`config.mk`:
```
export PLATFORM = sky130hd
export DESIGN_NAME = fnd_bcd_to_bin
export DESIGN_NICKNAME = d
export VERILOG_FILES = /design/src/rtl/fnd_pkg.sv /design/src/rtl/fnd_mul10_add.sv /design/src/rtl/fnd_bcd_to_bin.sv
export SDC_FILE = /design/constraint.sdc
export NUM_CORES = 1
export LEC_CHECK = 0
export ABC_CLOCK_PERIOD_IN_PS = 3800
export CAP_MARGIN = 0
export CORE_MARGIN = 2
export CORE_UTILIZATION = 30
export CTS_CLUSTER_DIAMETER = 120
export CTS_CLUSTER_SIZE = 20
export DETAILED_ROUTE_END_ITERATION = 7
export HOLD_SLACK_MARGIN = 0.06
export RECOVER_POWER = 50
export SLEW_MARGIN = 20
export SYNTH_ARGS = -nofsm -noshare
export SYNTH_HDL_FRONTEND = slang
export SYNTH_HIERARCHICAL = 1
export SYNTH_SLANG_ARGS = --single-unit
```
`constraint.sdc`:
```
create_clock -name i_clk -period 3.8 [get_ports i_clk]
set_input_delay 0.76 -clock i_clk [delete_from_list [all_inputs] [get_ports i_clk]]
set_output_delay 0.76 -clock i_clk [all_outputs]
set_load 0.01 [all_outputs]
```
`src/rtl/fnd_pkg.sv`:
```
// fnd_pkg: shared state type, sizes and nibble check for the FND BCD path; FND_BCD_CHECK_EN enables invalid-nibble detection
package fnd_pkg;
  typedef enum logic [1:0] {IDLE, CONV, DONE} fnd_state_e;
  localparam int FND_DIGITS = 4;
  localparam int FND_BIN_W = 14;
  localparam int FND_IDX_W = $clog2(FND_DIGITS);
  localparam logic [3:0] FND_BCD_MAX = 4'd9;
`ifdef FND_BCD_CHECK_EN
  localparam logic FND_CHECK_EN = 1'b1;
`else
  localparam logic FND_CHECK_EN = 1'b0;
`endif
  function automatic logic bcd_invalid(input logic [4*FND_DIGITS-1:0] w);
    logic bad;
    bad = 1'b0;
    for (int i = 0; i < FND_DIGITS; i++) bad = bad | (w[4*i +: 4] > FND_BCD_MAX);
    return bad;
  endfunction
endpackage

```
`src/rtl/fnd_mul10_add.sv`:
```
// fnd_mul10_add: one decimal step, acc*10 + nibble truncated to BIN_W
module fnd_mul10_add import fnd_pkg::*; #(
  parameter int BIN_W = FND_BIN_W
) (
  input  logic [BIN_W-1:0] i_acc,
  input  logic [3:0]       i_nib,
  output logic [BIN_W-1:0] o_acc
);
  logic [BIN_W+3:0] ext;
  assign ext = {4'b0, i_acc};
  assign o_acc = BIN_W'((ext << 3) + (ext << 1) + (BIN_W+4)'(i_nib));
endmodule

```
`src/rtl/fnd_bcd_to_bin.sv`:
```
// fnd_bcd_to_bin: iterative 4-digit BCD to binary converter, one digit per clock; FND_BCD_CHECK_EN flags nibbles > 9
module fnd_bcd_to_bin import fnd_pkg::*; (
  input  logic                    i_clk,
  input  logic                    i_reset_n,
  input  logic                    i_bcdValid,
  output logic                    o_bcdReady,
  input  logic [4*FND_DIGITS-1:0] i_bcdDigits,
  output logic                    o_binValid,
  input  logic                    i_binReady,
  output logic [FND_BIN_W-1:0]    o_binCounter,
  output logic                    o_bcdError
);
  fnd_state_e              state_q, state_d;
  logic [4*FND_DIGITS-1:0] word_q, word_d;
  logic [FND_BIN_W-1:0]    acc_q, acc_d, cnt_q, cnt_d, step;
  logic [FND_IDX_W-1:0]    idx_q, idx_d;
  logic                    err_q, err_d;
  logic [3:0]              nib;
  assign nib = word_q[4*idx_q +: 4];
  fnd_mul10_add #(.BIN_W(FND_BIN_W)) u_step (.i_acc(acc_q), .i_nib(nib), .o_acc(step));
  // next-state: accept in IDLE, fold one digit per CONV cycle, hold result in DONE
  always_comb begin
    state_d = state_q;
    word_d  = word_q;
    acc_d   = acc_q;
    idx_d   = idx_q;
    err_d   = err_q;
    cnt_d   = cnt_q;
    case (state_q)
      IDLE: if (i_bcdValid) begin
        word_d  = i_bcdDigits;
        acc_d   = '0;
        idx_d   = FND_IDX_W'(FND_DIGITS - 1);
        err_d   = FND_CHECK_EN && bcd_invalid(i_bcdDigits);
        state_d = CONV;
      end
      CONV: begin
        acc_d = err_q ? '0 : step;
        idx_d = idx_q - 1'b1;
        if (idx_q == '0) begin
          cnt_d   = err_q ? '0 : step;
          state_d = DONE;
        end
      end
      DONE: state_d = i_binReady ? IDLE : DONE;
      default: state_d = IDLE;
    endcase
  end
  // state registers, cleared asynchronously
  always_ff @(posedge i_clk or negedge i_reset_n) begin
    if (!i_reset_n) begin
      state_q <= IDLE;
      word_q  <= '0;
      acc_q   <= '0;
      idx_q   <= '0;
      err_q   <= 1'b0;
      cnt_q   <= '0;
    end else begin
      state_q <= state_d;
      word_q  <= word_d;
      acc_q   <= acc_d;
      idx_q   <= idx_d;
      err_q   <= err_d;
      cnt_q   <= cnt_d;
    end
  end
  assign o_bcdReady   = state_q == IDLE;
  assign o_binValid   = state_q == DONE;
  assign o_binCounter = cnt_q;
  assign o_bcdError   = err_q;
endmodule

```
### Yosys cells after proc, flatten, opt, wreduce, memory -nomap -nowiden

Cells that the tools add are included.

* register bits: 47
* bits in latches: 0
* bits in writable memories: 0
* bits in read-only memories: 0
* output and inout port bits: 17
* logic and storage cells: 28
* memories kept: 0

* add/subtract/negate cells: 3
* $mul: 0
* divide/modulo/power cells: 0
* $lt $le $gt $ge: 0
* eq/ne operators: 4
* shift-type cells: 1
* mux-type cells: 8
* bitwise gates (word level): 0
* reductions and logical operators: 7

Operator list (count)
* $pmux W13 S2: 1
* $shiftx A16 B5 Y4: 1
* $add A14 B14 Y14: 1
* $add A14 B4 Y14: 1
* $mux W13: 1
* $mux W2: 4
* $reduce_and A2 Y1: 4
* $pmux W2 S3: 1
* $logic_not A2 Y1: 2
* $ne A2 B2 Y1 const B: 2
* $pmux W2 S2: 1
* $eq A2 B1 Y1 const B: 1
* $eq A2 B2 Y1 const B: 1
* $reduce_bool A2 Y1: 1
* $sub A2 B1 Y2 const B: 1

### Depth between registers and ports, before layout

Gate-level depths: netlist (run 1).

* depth in word-level cells: 3
* mapped depth: 12
* gate-level depth less buffers: 11

### Hierarchy

Netlist (run 1), hierarchy kept.

Modules (own cells, without submodules)
* fnd_bcd_to_bin: instances 1, cells an instance 121, area each 1988.2 sq um, sequential area each 1201.2 sq um
* fnd_mul10_add: instances 1, cells an instance 75, area each 655.6 sq um, sequential area each 0.0 sq um

### Worst setup path before layout (run 1)

OpenSTA, ideal clock, no wires.

* path kind: register to register
* from: reg idx_q[0]
* to: reg cnt_q[13], in the netlist o_binCounter[13]
* library setup time: 125 ps
* data arrival time: 2942 ps
* slack: 733 ps
* cell stages (with the launch flop): 13
* buffers on the path: 1
* path through: dfrtp_1 clkbuf_1 mux4_2 inv_1 fa_1 inv_1 ha_1 a21oi_1 o211ai_2 o2111ai_2 a31oi_1 xnor2_1 mux2_2

* word-level cells in the longest chain between the ends: 2
* elaborated cells on any way between the ends: 4
* classes of those cells: 1 x add/sub; 1 x shift; 2 x reduce/logical

Ends and longest elaborated chain
* start: declaration: line fnd_bcd_to_bin.sv:16 `logic [FND_IDX_W-1:0] idx_q, idx_d;`
* start signal: assignment: line fnd_bcd_to_bin.sv:62 `idx_q <= idx_d;`
* $shiftx A16 B5 Y4: line fnd_bcd_to_bin.sv:19 `assign nib = word_q[4*idx_q +: 4];`
* net nib[3]: line fnd_bcd_to_bin.sv:18 `logic [3:0] nib;`
* $add A14 B4 Y14: line fnd_mul10_add.sv:11 `assign o_acc = BIN_W'((ext << 3) + (ext << 1) + (BIN_W+4)'(i_nib));`
* net step[13]: line fnd_bcd_to_bin.sv:15 `logic [FND_BIN_W-1:0] acc_q, acc_d, cnt_q, cnt_d, step;`
* end signal: assignment: line fnd_bcd_to_bin.sv:64 `cnt_q <= cnt_d;`
* end: declaration: line fnd_bcd_to_bin.sv:15

The timed path passes the listed nets, and every way through them passes these cells.
A chain may end at the register's enable or synchronous reset.

### Worst setup path in the final report (run 1)

* from: reg idx_q[0]
* to: reg cnt_q[11], in the netlist o_binCounter[11]

The elaborated chain is that of the path after synthesis.

==> metrics, run 1 <==
NumNets Final 273; ratio of routed vias to standard cells 4.85; worst-skew pair later-pin latency 300 ps; Max Transition Viols Final 48; top library cells by usage in the layout, fill and taps aside sky130_fd_sc_hd__dfrtp_1, sky130_fd_sc_hd__clkdlybuf4s50_1, sky130_fd_sc_hd__ha_1, sky130_fd_sc_hd__mux2_2, sky130_fd_sc_hd__a22o_1; VDD IR-drop max 0.000306 V; maximum achievable frequency 314 MHz; half-perimeter wire length of the detailed placement result 3560 um; Final Critical Period 3190 ps; filler-free cell count of the finished design 336; cell at the slowest stage of the critical path sky130_fd_sc_hd__mux4_2; arrival time reported for the critical path endpoint 3430 ps; Slew Limit Headroom -69.4%; Post CTS Setup Buffer Count 0; violations in the final reports capacitance limit, slew limit; Die Area 9460 sq um; count of port buffers added during placement 35; Worst Tran Pin Value 2540 ps; via count 1629; min-delay worst type flip-flop to flip-flop; detailed-route wire length per cell 14.7 um; total CTS buffers 5; CTS HTree Levels 2; maximum fanout along the worst path 5; synthesized net count 239; number of max-cap violations 1; most common cell after layout, fill and taps aside sky130_fd_sc_hd__dfrtp_1; total global routing track utilization 11.3%; Critical Path End Type flip-flop; RSZ-0062 raised after global routing no; count of warnings emitted by yosys 6; Total Power 3.07 mW; clk_skew 7.61 ps; maximum number of pins on one net before global-route repair 48; cell chosen for the clock root sky130_fd_sc_hd__clkbuf_8; routed wire length 4950 um; type of origin of the critical path flip-flop; Pwr Density 994 nW/um^2; Floorplan Core Area 8590 sq um; detailed-route DRC error count 0; number of rows in the core area 34; n_diodes 0; number of global-route vias before repair 1788; Inst Count DP 329; worst-path cell chain mux4_2 > inv_1 > fa_1 > inv_1 > ha_1 > a21oi_1 > o211ai_2 > o2111ai_2 > a21oi_1 > a31oi_1 > mux2_2; number of instances in the synthesized netlist 194; number of failing setup endpoints in the final timing report 0; Mapped Area 2610 sq um; wire length of the first global-routing pass 8750 um; accumulated negative setup slack 0 ps; maximum root-to-sink buffer count 2; register clock-pin slew on the reported worst setup and hold paths 90 ps; floorplan die width 97.3 um; count of cells resized by post-cts repair 0; global route total overflow 0; number of primary I/O pins 37; Area growth syn-to-layout 18.3%; endpoint required time on the critical path 4050 ps; leakage power total 1.41 nW; critical path class flip-flop to flip-flop; cts hold-fix bufs 0; final number of hold-violating endpoints 0; status complete, but fails checks; post-route fraction of the period consumed by the critical path 83.9%; effective utilization at floorplan 30.4%; worst hold slack after final layout 510 ps; Die Y-Extent 97.3 um; remaining antenna violation count after routing 0; average instance area after synthesis 13.5 sq um; Initial DRT Pass Iterations 4; biggest cell delay along the critical path 530 ps; number of antenna violations at the first check in global routing 0; 1st-iter DRT viols 47; layout cells sized above 1 20.6%; clock sink count 47; routability congestion estimate 0.786; CTS tree built
==> final cells by class <==
| class | instances | area [sq um] |
|---|---|---|
| repair buffers | 37 | 359 |
| fillers | 845 | 5510 |
| clock inverters | 2 | 13.8 |
| well taps | 108 | 135 |
| inverters | 10 | 37.5 |
| multi-input cells | 127 | 1300 |
| flip-flops and latches | 47 | 1180 |
| clock buffers | 5 | 68.8 |
==> path summary, 6_finish.rpt <==
path                                  start                to  slack, ps  depth (start not counted)
max in group asynchronous         i_reset_n          acc_q[4]       1120                          1
hold reg to reg            o_binCounter[10]  o_binCounter[10]        510                          1
min in group asynchronous         i_reset_n  o_binCounter[10]       1240                          1
setup reg to reg                   idx_q[0]  o_binCounter[11]        610                         11
hold / removal             o_binCounter[10]  o_binCounter[10]        510                          1
setup / recovery                   idx_q[0]  o_binCounter[11]        610                         11
==> metrics by stage <==
step | setup WS [ps] | cell area [sq um] | utilization (%)
after floorplan | 746 | 2610 | -
after global placement | 702 | 3020 | 35.1
after detailed placement | 654 | 3020 | 35.1
after CTS | 630 | 3100 | 36.1
after global routing | 360 | 3090 | 35.9
final | 613 | 3090 | 35.9
==> state kept, by name (all words and copies together) (netlist names) <==
signal        count
idx_q             2
o_binCounter     14
acc_q            13
word_q           16
state_q           2
==> where the power goes <==
group	internal (mW)	total (mW)	switching, mW
clock network	0.126	0.302	0.175
registers	0.758	0.952	0.195
logic	0.961	1.81	0.852
total	1.84	3.07	1.22
==> routing by layer <==
| metal | global-route usage, % | up-vias | part of all wire (%) |
|---|---|---|---|
| met5 | 0 | - | 0 |
| met4 | 2.24 | 0 | 0.69 |
| met3 | 2.73 | 4 | 3.4 |
| met2 | 18.4 | 33 | 45 |
| met1 | 15.4 | 818 | 51 |
| li1 | - | 774 | - |
==> worst max-delay path, delay by kind of cell (launching register included) <==
kind            cells  cell delay (ps)
flops               1              500
fa+ha+maj           2              640
compound gates      5             1060
mux                 2              750
buf+inv             2              190
Power figures use the tool's default switching activity.
==> run 2, diff against run 1 <==
--- a/config.mk
+++ b/config.mk
@@ -5,7 +5,7 @@
 export SDC_FILE = /design/constraint.sdc
 export NUM_CORES = 1
 export LEC_CHECK = 0
-export ABC_CLOCK_PERIOD_IN_PS = 3800
+export ABC_CLOCK_PERIOD_IN_PS = 2820
 export CAP_MARGIN = 0
 export CORE_MARGIN = 2
 export CORE_UTILIZATION = 30
==> constraint.sdc (replaced) <==
create_clock -name i_clk -period 2.82 [get_ports i_clk]
set_input_delay 0.564 -clock i_clk [delete_from_list [all_inputs] [get_ports i_clk]]
set_output_delay 0.564 -clock i_clk [all_outputs]
set_load 0.01 [all_outputs]
==> metrics, run 2 (synthesis gave the netlist of run 1 again) <==
maximum achievable frequency 347 MHz; arrival time reported for the critical path endpoint 3080 ps; Sw Ratio 39.9%; CTS HTree Levels 2; number of antenna violations at the first check in global routing 0; maximum root-to-sink buffer count 2; Area growth syn-to-layout 26.7%; detailed-route DRC error count 0; worst-path cell chain buf_6 > mux4_2 > ha_2 > ha_4 > fa_2 > a21o_1 > nand4_1 > nand3_2 > a211oi_2 > xnor2_1 > mux2_2; cell chosen for the clock root sky130_fd_sc_hd__clkbuf_8; cell at the slowest stage of the critical path sky130_fd_sc_hd__mux4_2; detailed-route wire length per cell 15.2 um; n_diodes 0; half-perimeter wire length of the detailed placement result 3830 um; Critical Path End Type flip-flop; VDD IR-drop max 0.000489 V; number of rows in the core area 34; routability congestion estimate 0.866; endpoint required time on the critical path 3020 ps; core utilization of the finished layout 38.5%; biggest cell delay along the critical path 490 ps; routed wire length 5320 um; portion of total power attributed to sequential cells 27.2%; Worst Slack Setup Final -65.1 ps; effective utilization at floorplan 30.4%; number of failing setup endpoints in the final timing report 4; remaining antenna violation count after routing 0; min-delay worst type flip-flop to flip-flop; top library cells by usage in the layout, fill and taps aside sky130_fd_sc_hd__dfrtp_1, sky130_fd_sc_hd__clkdlybuf4s50_1, sky130_fd_sc_hd__mux2_2, sky130_fd_sc_hd__ha_1; register clock-pin slew on the reported worst setup and hold paths 110 ps; number of max-cap violations 0; count of port buffers added during placement 35; total CTS buffers 5; Initial DRT Pass Iterations 4; status complete, but fails checks; maximum fanout along the worst path 3; global route total overflow 0; R2R depth 11; floorplan die width 97.3 um; wire length of the first global-routing pass 9310 um; most common cell after layout, fill and taps aside sky130_fd_sc_hd__dfrtp_1; post-route fraction of the period consumed by the critical path 102%; type of origin of the critical path flip-flop; Final Critical Period 2890 ps; Pwr Density 1420 nW/um^2; power spent charging and discharging nets 1.87 mW; share of power burned in combinational logic 63.1%; depth of the worst hold-timing path 1; Die Area 9460 sq um; NumNets Final 287; maximum number of pins on one net before global-route repair 25; RSZ-0062 raised after global routing yes; cts hold-fix bufs 0; Reg with most FFs word_q; Worst Tran Pin Value 1290 ps; design area 3310 sq um; Die Y-Extent 97.3 um; total global routing track utilization 11.9%; clk_skew 8.44 ps; Floorplan Core Area 8590 sq um; Max Transition Viols Final 0; Clk pwr share 9.7%; internal power component 2.82 mW; leakage power total 1.51 nW; number of primary I/O pins 37; CTS tree built; layout cells sized above 1 31.7%; 1st-iter DRT viols 53; number of global-route vias before repair 1817; worst-skew pair later-pin latency 310 ps; final number of hold-violating endpoints 0; violations in the final reports setup timing; critical path class flip-flop to flip-flop; Slew Limit Headroom 14.0%; fill cell instance count of the final layout 853; via count 1691; clock sink count 47; dpl cell area 3110 sq um; ratio of routed vias to standard cells 4.82; max FFs per register 16
[run 2: cell count changes in the layout (fill, tap and decap cells not counted), sizes merged]
| cell | delta |
|---|---|
| buf | +12 |
| clkbuf | +2 |
| clkinvlp | +1 |
| inv | +2 |
| clkinv | -2 |
[run 2: power by group through the flow]
| stage | logic (mW) | clock network [mW] | registers [mW] |
|---|---|---|---|
| after floorplan | 1.98 | 0 | 1.24 |
| after global placement | 2.60 | 0 | 1.28 |
| after detailed placement | 2.68 | 0 | 1.29 |
| after CTS | 2.79 | 0.459 | 1.28 |
| after global routing | 3.27 | 0.492 | 1.33 |
| final | 2.96 | 0.453 | 1.28 |
[run 2: repair_timing]
action,4_1_cts,5_1_grt
pin swaps,8,10
setup endpoints to repair,11,15
setup buffers,2,2
endpoints found under the hold margin,0,0
resized for setup,3,11
[run 2: stage by stage]
stage	setup TNS [ps]	power (mW)	std cells	worst slack [ps]	hold WS, ps
3_5_place_dp	-591	3.97	339	-142	495
4_1_cts	-596	4.53	349	-116	239
2_1_floorplan	-3.20	3.21	194	-3.20	268
6_report	-145	4.68	351	-65.1	512
3_3_place_gp	-69.3	3.88	339	-57.8	490
5_1_grt	-1610	5.09	351	-194	534
[run 2: path summary, 6_finish.rpt]
path,slack [ps],end,start
max reg2reg,-70,o_binCounter[12],idx_q[0]
min,510,o_binCounter[10],o_binCounter[10]
max,-70,o_binCounter[12],idx_q[0]
max in group asynchronous,1380,idx_q[0],i_reset_n
min in group asynchronous,620,word_q[9],i_reset_n
min reg2reg,510,o_binCounter[10],o_binCounter[10]
[run 2: critical path, delay by kind of cell (launching register included)]
kind,cells,cell delay [ps]
mux,2,760
fa+ha+maj,3,760
flops,1,420
compound gates,2,420
simple gates,2,190
xor+xnor,1,120
buf+inv,1,110
[run 2: area by class of cell]
type,count,area [sq um],area share [%]
Tap cell,108,135,4.08
Sequential cell,47,1180,35.6
Clock inverter,3,27.5,0.832
Clock buffer,5,68.8,2.08
Inverter,10,37.5,1.13
Timing Repair Buffer,51,460,13.9
Multi-Input combinational cell,127,1400,42.4
[run 2: layer usage]
layer	GRT usage (%)	share of wire, %	vias to the layer above	wire [um]
met2	20.2	49	34	2630
met1	15.8	46	849	2450
met4	2.56	1.0	0	53
met3	2.45	3.6	7	189
li1	-	-	801	-
met5	0	0	-	0
